===== config.mk =====
export PLATFORM = sky130hd
export DESIGN_NAME = ibex_msg_fifo
export DESIGN_NICKNAME = d
export VERILOG_FILES = /design/src/rtl/ibex_msg_fifo.sv
export SDC_FILE = /design/constraint.sdc
export NUM_CORES = 1
export LEC_CHECK = 0
export ABC_AREA = 1
export BUFFER_PORTS_ARGS = -buffer_cell sky130_fd_sc_hd__buf_2
export CELL_PAD_IN_SITES_DETAIL_PLACEMENT = 0
export CELL_PAD_IN_SITES_GLOBAL_PLACEMENT = 1
export CORE_AREA = 3 3 236 238
export CTS_BUF_LIST = sky130_fd_sc_hd__clkbuf_4 sky130_fd_sc_hd__clkbuf_8 sky130_fd_sc_hd__clkbuf_16
export CTS_CLUSTER_DIAMETER = 30
export DETAILED_ROUTE_END_ITERATION = 7
export DIE_AREA = 0 0 239 241
export GPL_TIMING_DRIVEN = 1
export HOLD_SLACK_MARGIN = 0.1
export PLACE_DENSITY = 0.73
export SYNTH_ARGS = -nofsm -noshare
export SYNTH_HDL_FRONTEND = slang
export SYNTH_SLANG_ARGS = --single-unit

===== constraint.sdc =====
create_clock -name clk_i -period 9.7 [get_ports clk_i]
set_input_delay 0.97 -clock clk_i [delete_from_list [all_inputs] [get_ports clk_i]]
set_output_delay 0.97 -clock clk_i [all_outputs]
set_load 0.005 [all_outputs]

===== src/rtl/ibex_msg_fifo.sv =====
// In-order message buffer between a producer core's message port and a consumer core's input.
// Optional occupancy statistics (drop counter, high-water mark) under IBEX_MSG_FIFO_STATS_EN.
module ibex_msg_fifo #(
  parameter int unsigned Depth     = 4,
  parameter int unsigned AddrWidth = 5
) (
  input  logic                       clk_i,
  input  logic                       rst_ni,
  input  logic                       push_valid_i,
  input  logic [AddrWidth-1:0]       push_addr_i,
  input  logic [1:0]                 push_len_i,
  input  logic [31:0]                push_data_i,
  input  logic [31:0]                push_msg1_i,
  input  logic [31:0]                push_msg2_i,
  input  logic [31:0]                push_msg3_i,
  output logic                       pop_valid_o,
  input  logic                       pop_ready_i,
  output logic [AddrWidth-1:0]       pop_addr_o,
  output logic [1:0]                 pop_len_o,
  output logic [31:0]                pop_data_o,
  output logic [31:0]                pop_msg1_o,
  output logic [31:0]                pop_msg2_o,
  output logic [31:0]                pop_msg3_o,
  input  logic                       clear_i,
`ifdef IBEX_MSG_FIFO_STATS_EN
  output logic [15:0]                drop_cnt_o,
  output logic [$clog2(Depth):0]     hwm_o,
`endif
  output logic [$clog2(Depth):0]     count_o,
  output logic                       full_o,
  output logic                       overflow_o
);

  localparam int unsigned PtrW = $clog2(Depth);
  localparam int unsigned CntW = PtrW + 1;

  typedef struct packed {
    logic [AddrWidth-1:0] addr;
    logic [1:0]           len;
    logic [31:0]          data;
    logic [31:0]          msg1;
    logic [31:0]          msg2;
    logic [31:0]          msg3;
  } entry_t;

  entry_t            mem_q [Depth];
  entry_t            push_entry, head;
  logic [PtrW-1:0]   wptr_q, wptr_d, rptr_q, rptr_d;
  logic [CntW-1:0]   count_q, count_d;
  logic              ovf_q, ovf_d;
  logic              full, pop_fire, push_fire, drop;

  assign full      = (count_q == CntW'(Depth));
  assign pop_fire  = pop_valid_o & pop_ready_i;
  // A full FIFO still accepts a push when the head leaves in the same cycle.
  assign push_fire = push_valid_i & (~full | pop_fire) & ~clear_i;
  assign drop      = push_valid_i & full & ~pop_fire & ~clear_i;

  assign push_entry = '{addr: push_addr_i, len: push_len_i, data: push_data_i,
                        msg1: push_msg1_i, msg2: push_msg2_i, msg3: push_msg3_i};

  always_comb begin
    wptr_d  = wptr_q;
    rptr_d  = rptr_q;
    count_d = count_q;
    ovf_d   = ovf_q;
    if (clear_i) begin
      wptr_d  = '0;
      rptr_d  = '0;
      count_d = '0;
      ovf_d   = 1'b0;
    end else begin
      if (push_fire) wptr_d = wptr_q + PtrW'(1);
      if (pop_fire)  rptr_d = rptr_q + PtrW'(1);
      if (push_fire && !pop_fire)      count_d = count_q + CntW'(1);
      else if (pop_fire && !push_fire) count_d = count_q - CntW'(1);
      if (drop) ovf_d = 1'b1;
    end
  end

  always_ff @(posedge clk_i or negedge rst_ni) begin
    if (!rst_ni) begin
      wptr_q  <= '0;
      rptr_q  <= '0;
      count_q <= '0;
      ovf_q   <= 1'b0;
    end else begin
      wptr_q  <= wptr_d;
      rptr_q  <= rptr_d;
      count_q <= count_d;
      ovf_q   <= ovf_d;
    end
  end

  // Entry storage is not reset; the pointers alone define what is live.
  always_ff @(posedge clk_i) begin
    if (push_fire) mem_q[wptr_q] <= push_entry;
  end

  assign head        = mem_q[rptr_q];
  assign pop_valid_o = (count_q != '0);

  // Outputs are zeroed when empty so reset and flush present a clean idle bus.
  always_comb begin
    pop_addr_o = '0;
    pop_len_o  = '0;
    pop_data_o = '0;
    pop_msg1_o = '0;
    pop_msg2_o = '0;
    pop_msg3_o = '0;
    if (pop_valid_o) begin
      pop_addr_o = head.addr;
      pop_len_o  = head.len;
      pop_data_o = head.data;
      pop_msg1_o = (head.len >= 2'd1) ? head.msg1 : '0;
      pop_msg2_o = (head.len >= 2'd2) ? head.msg2 : '0;
      pop_msg3_o = (head.len == 2'd3) ? head.msg3 : '0;
    end
  end

  assign count_o    = count_q;
  assign full_o     = full;
  assign overflow_o = ovf_q;

`ifdef IBEX_MSG_FIFO_STATS_EN
  logic [15:0]     drop_cnt_q, drop_cnt_d;
  logic [CntW-1:0] hwm_q, hwm_d;

  always_comb begin
    drop_cnt_d = drop_cnt_q;
    hwm_d      = hwm_q;
    if (clear_i) begin
      drop_cnt_d = '0;
      hwm_d      = '0;
    end else begin
      if (drop && drop_cnt_q != 16'hFFFF) drop_cnt_d = drop_cnt_q + 16'd1;
      // Track the post-edge occupancy so the mark is visible the same cycle as count_o.
      if (count_d > hwm_q) hwm_d = count_d;
    end
  end

  always_ff @(posedge clk_i or negedge rst_ni) begin
    if (!rst_ni) begin
      drop_cnt_q <= '0;
      hwm_q      <= '0;
    end else begin
      drop_cnt_q <= drop_cnt_d;
      hwm_q      <= hwm_d;
    end
  end

  assign drop_cnt_o = drop_cnt_q;
  assign hwm_o      = hwm_q;
`endif

endmodule


==> results_dict.tcl, run 1 <==
set metrics [dict create \
    die_w_um 239 \
    syn_avg_cell_area_um2 13.12 \
    cts_tree "built" \
    fmax_ghz 0.1717 \
    finalCritPeriodShare_pct 60.05 \
    post_dp_cell_area_um2 23360 \
    drive_gt1_share_pct 25.01 \
    max_stage_delay_ns 0.75 \
    post-cts-setup-buffer-count 0 \
    grt-ovfl-total 0 \
    fill_cells 4559 \
    synth.distinct_cells 27 \
    critical_path_arrival_ns 4.85 \
    tightest_slew_ns 1.359 \
    hold_viol_final 0 \
    cts_hold_buf 0 \
    rows 85 \
    cts_resized 0 \
    vias_per_cell 5.049 \
    drtAntennaViolNets 0 \
    io_buffers 280 \
    wl_um 52860 \
    rsz0062_at_grt "false" \
    antenna_found_initial 22 \
    crit_fanout 200 \
    clk_latency_ns 0.63 \
    start_kind "register" \
    cts_buffer_depth 3 \
    crit_chain "inv_8 -> buf_4 -> nor2_1 -> o22ai_2 -> nand2_2 -> nand2_1 -> inv_2 -> nor2_1 -> buf_2" \
    crit_slowest_cell "buf_4" \
    firstDrtPassIters 5 \
    core-area_um2 53810 \
    syn_nets 1780 \
    cts_max_level 3 \
    maxCapViolations 0 \
    io_pins 281 \
    synth_cells 1635 \
    final_area_um2 27410 \
    crit_required_ns 8.73 \
    finalSetupTns_ns 0 \
    drt-initial-drc-count 870 \
    grt_usage_pct 18.14 \
    outcome "complete, no violations" \
    leakage_uw 0.01019 \
    final.setup_skew_ns 0.01136 \
    cts_root_buffer "clkbuf_16" \
    vdd_drop_max_mv 0.1615 \
    grt_first_pass_wirelength_um 79560 \
    period_minus_slack_ns 5.825 \
    final_max_slew_viol_count 0 \
    wl_per_cell_um 19.27 \
    drc_errors 0 \
    cts_sinks 548 \
    cpMostUsedCell "nor2_1" \
    synth_warnings 0 \
    first_global_vias 13620 \
    die_height_um 241 \
    gp_congestion 0.7660 \
    finalSetupViolations 0 \
    numCtsBuffers 112 \
    die-area_um2 57600 \
    hpwl_um 29130 \
    end_kind "primary output" \
    syn_area_um2 21450 \
    nets 2088 \
    via_count 13850 \
    worst_hold_path_type "primary input to asynchronous set/reset pin" \
    max_slew_margin_pct 9.389 \
    ys_seq_area_share_pct 76.51 \
    ys_seq_elements 548 \
    area_growth_pct 27.75 \
    powerDensity_nw_per_um2 303.2 \
    crit_type "register to primary output" \
    grt_max_degree 201 \
    start_util_pct 39.87 \
    clk_pin_slew_worst_paths_ns 0.05 \
]
[cell usage after synthesis]
master | number | area share (%)
o21ai_0 | 225 | 5.2
clkbuf_1 | 44 | 0.77
o22ai_2 | 1 | 0.058
ha_1 | 4 | 0.23
buf_2 | 34 | 0.79
o22ai_1 | 33 | 0.96
nand2_2 | 2 | 0.058
a21oi_1 | 72 | 1.7
o21ai_1 | 48 | 1.1
o211ai_1 | 1 | 0.035
nand3_1 | 4 | 0.093
o21a_1 | 1 | 0.035
dfrtp_1 | 8 | 0.93
fa_1 | 1 | 0.093
buf_1 | 3 | 0.052
inv_1 | 50 | 0.87
xnor2_1 | 1 | 0.041
nand2_1 | 21 | 0.37
o22a_1 | 32 | 1.3
buf_6 | 7 | 0.37
inv_2 | 3 | 0.052
clkinv_1 | 1 | 0.017
nand4_1 | 1 | 0.029
nor2_1 | 449 | 7.9
edfxtp_1 | 540 | 76
nor3_1 | 32 | 0.75
buf_4 | 17 | 0.59
[cell usage in the layout, fill, tap and decap left out, types with 2 or more instances in the layout]
cell type | synthesis | routed
a21oi_1 | 72 | 72
buf_2 | 34 | 280
buf_4 | 17 | 19
bufinv_16 | 0 | 22
clkbuf_16 | 0 | 114
clkbuf_4 | 0 | 8
clkinv_1 | 1 | 12
clkinv_2 | 0 | 23
clkinv_4 | 0 | 6
clkinv_8 | 0 | 2
clkinvlp_4 | 0 | 14
dfrtp_1 | 8 | 6
dfrtp_4 | 0 | 2
diode_2 | 0 | 8
edfxtp_1 | 540 | 540
ha_1 | 4 | 4
inv_1 | 50 | 50
inv_2 | 3 | 2
inv_6 | 0 | 8
nand2_1 | 21 | 21
nand2_2 | 2 | 2
nand3_1 | 4 | 4
nor2_1 | 449 | 445
nor2_4 | 0 | 4
nor3_1 | 32 | 32
o21ai_0 | 225 | 225
o21ai_1 | 48 | 48
o22a_1 | 32 | 32
o22ai_1 | 33 | 33
[logic make-up after synthesis]
family / count (synthesis) / share of synthesized area [%]
flops: 548 / 76.51
buf+inv: 159 / 3.522
fa+ha+maj: 5 / 0.3266
simple gates: 509 / 9.150
compound gates: 413 / 10.45
xor+xnor: 1 / 0.04083
[power breakdown]
part / total, µW / internal (µW) / switching, µW
clock: 3970 / 2750 / 1230
combinational: 1560 / 499 / 1060
sequential: 2780 / 2720 / 53.2
total: 8310 / 5970 / 2340
[registers in the layout, summed over array words and instances (netlist names)]
register and count:
mem_q 540, count_o 3, rptr_q 2, wptr_q 2, overflow_o 1
[metrics by stage]
stage / utilization (%) / hold slack [ns] / total power [µW] / setup WS [ns] / cells
after global routing: 50.90 / 0.1634 / 8716 / 3.693 / 2736
final: 50.93 / 0.1826 / 8310 / 3.875 / 2743
after global placement: 43.42 / 0.4743 / 4386 / 4.803 / 2525
after floorplan: - / 0.4874 / 3797 / 2.141 / 1635
after CTS: 50.89 / 0.1421 / 8409 / 3.985 / 2735
after detailed placement: 43.42 / 0.4860 / 4405 / 4.671 / 2525
[routing by layer]
metal	up-vias	track usage [%]	routed length, µm
met4	28	5.259	874
li1	6563	-	-
met3	95	6.776	4618
met2	398	29.06	24960
met1	6765	23.27	22230
met5	-	0	172
[area by class of cell]
cell class              instances  area, µm²  area share, %
well taps                     696      870.8          3.177
clock inverters                88       1111          4.054
clock buffers                 122       2913          10.63
diodes                          8      20.02        0.07304
multi-input cells             928       4313          15.74
repair buffers                299       1544          5.633
inverters                      54      212.7         0.7761
flip-flops and latches        548      16420          59.92
[final timing paths]
check                                start             to  slack, ns  cells after the start
worst max-delay path             rptr_q[0]  pop_msg1_o[6]       3.88                      9
worst min-delay path                rst_ni     overflow_o       0.18                      1
worst max register to register  count_o[2]  mem_q[3][110]       6.63                      5
worst min register to register  overflow_o     overflow_o       0.51                      1
max in group asynchronous           rst_ni      rptr_q[0]       9.31                      1
min in group clk_i              overflow_o     overflow_o       0.51                      1
[worst max-delay path, delay by kind of cell (launching register included)]
kind / cells / cell delay [ns]
buf+inv: 4 / 1.69
simple gates: 4 / 1.15
compound gates: 1 / 0.22
flops: 1 / 0.62
No activity file was read; power rests on OpenSTA's default activity.
==> run 2: changes to the inputs <==
Settings changed: PLACE_DENSITY 0.73 to 0.76.
Clock period 9.7 ns to 5 ns, I/O delays scaled along.
==> results_dict.tcl, run 2 (synthesized netlist as in run 1, its figures left out) <==
set metrics [dict create \
    powerDensity_nw_per_um2 548.0 \
    met2_usage_pct 29.99 \
    maxCapViolations 0 \
    fin_total_pwr_uw 15630 \
    area_growth_pct 32.94 \
    rows 85 \
    firstDrtPassIters 5 \
    rrSetupSlack_ns 2.20 \
    start_kind "register" \
    crit_type "register to primary output" \
    io_pins 281 \
    worst_hold_path_type "primary input to register" \
    antenna_found_initial 9 \
    cts_hold_buf 136 \
    period_minus_slack_ns 4.126 \
    start_util_pct 39.87 \
    via_count 14460 \
    clk_latency_ns 0.64 \
    drive_gt1_share_pct 22.87 \
    hpwl_um 29020 \
    final.setup_skew_ns 0.03426 \
    rsz0062_at_grt "false" \
    final_area_um2 28520 \
    post_dp_cell_area_um2 23480 \
    grt_first_pass_wirelength_um 82190 \
    numCtsBuffers 106 \
    path_depth 5 \
    final_cell_mix "540 x edfxtp_1, 445 x nor2_1, 280 x buf_2" \
    die-area_um2 57600 \
    crit_required_ns 4.50 \
    crit_family "buffers and inverters" \
    r2r-end "mem_q[2][126]" \
    max_stage_delay_ns 0.75 \
    setup.worst_path.end "pop_msg2_o[31]" \
    fill_cells 4480 \
    drt-initial-drc-count 1076 \
    final_common_cell "edfxtp_1" \
    switching_share_pct 29.01 \
    crit_slowest_cell "buf_4" \
    wl_per_cell_um 18.91 \
    cts_root_buffer "clkbuf_16" \
    grt_max_degree 237 \
    post-cts-setup-buffer-count 0 \
    clk_pin_slew_worst_paths_ns 0.06 \
    grt-ovfl-total 0 \
    nets 2222 \
    tightest_slew_ns 1.142 \
    hold_viol_final 0 \
    busiest_layer "met2" \
    largest_reg_flops 540 \
    grt_usage_pct 18.55 \
    cts_buffer_depth 3 \
    final_max_slew_viol_count 0 \
    crit_fanout 101 \
    multi_input_area_um2 4313 \
    regMostFlops "mem_q" \
    leakage_uw 0.01064 \
    gr-usage-met3_pct 5.211 \
    r2r_start "count_o[2]" \
    crit_chain "inv_6 -> buf_4 -> o21ai_0 -> a21oi_1 -> buf_2" \
    outcome "complete, no violations" \
    seq_area_um2 16420 \
    post-place-ws_ns 1.333 \
    first_global_vias 14540 \
    cts_sinks 548 \
    die_w_um 239 \
    switchingPower_uw 4535 \
    fmax_ghz 0.2424 \
    wl_um 54250 \
    drtAntennaViolNets 0 \
    finalSetupViolations 0 \
    end_kind "primary output" \
    core-area_um2 53810 \
    vias_per_cell 5.041 \
    vdd_drop_max_mv 0.3552 \
    io_buffers 280 \
    p_seq_share_pct 34.5 \
    p_int_uw 11100 \
    clkPwrFrac_pct 45.4 \
    die_height_um 241 \
    cts_resized 0 \
    met1_usage_pct 24.62 \
    cts_max_level 3 \
    critical_path_arrival_ns 3.63 \
    r2r_cells 4 \
    max_slew_margin_pct 23.86 \
    setup_slack_ns 0.8743 \
    cts_tree "built" \
    startpoint "rptr_q[0]" \
    cp_num_buf_inv 3 \
    finalCritPeriodShare_pct 82.51 \
    comb_power_share_pct 20.2 \
    gp_congestion 0.7825 \
    drc_errors 0 \
]
-- run 2: per-layer routing --
metal / wire (µm) / share of wire [%]
met2: 25680 / 47
met5: 31 / 0.057
met4: 1038 / 1.9
met1: 23270 / 43
met3: 4230 / 7.8
-- run 2: worst min-delay path, cell delays in order --
cell	delay (ns)
buf_2	0.12
a21oi_1	0.06
nand2_1	0.05
nand2_1	0.05
-- run 2: worst min-delay path by stage --
stage,startpoint,endpoint,cells after the start
CTS,clear_i,count_o[2],4
global route,clear_i,count_o[2],4
floorplan,rst_ni,count_o[0],0
detailed placement,rst_ni,count_o[1],1
global placement,rst_ni,count_o[1],1
finish,clear_i,count_o[2],4
-- run 2: area by class of cell --
class,instances,area share [%]
Timing Repair Buffer,439,10.60
Multi-Input combinational cell,928,15.12
Tap cell,696,3.053
Antenna cell,9,0.07896
Clock inverter,77,3.150
Clock buffer,118,9.678
Sequential cell,548,57.58
Inverter,54,0.7370
-- run 2: metrics by stage --
stage,hold slack (ns),cells,util [%],setup TNS [ns]
after floorplan,0.2044,1635,-,-1128.32
after global placement,0.3730,2529,43.63,0
after detailed placement,0.3753,2529,43.63,0
after CTS,0.1373,2860,52.96,0
after global routing,0.1876,2865,52.98,0
final,0.1753,2869,53.00,0
-- run 2: power by group through the flow --
stage                     logic (µW)  clock network (µW)  registers (µW)
final                           3150                7090            5390
after global routing            3540                7440            5400
after CTS                       3200                7200            5390
after detailed placement        3090                   0            5470
after global placement          3060                   0            5460
after floorplan                 1920                   0            5440
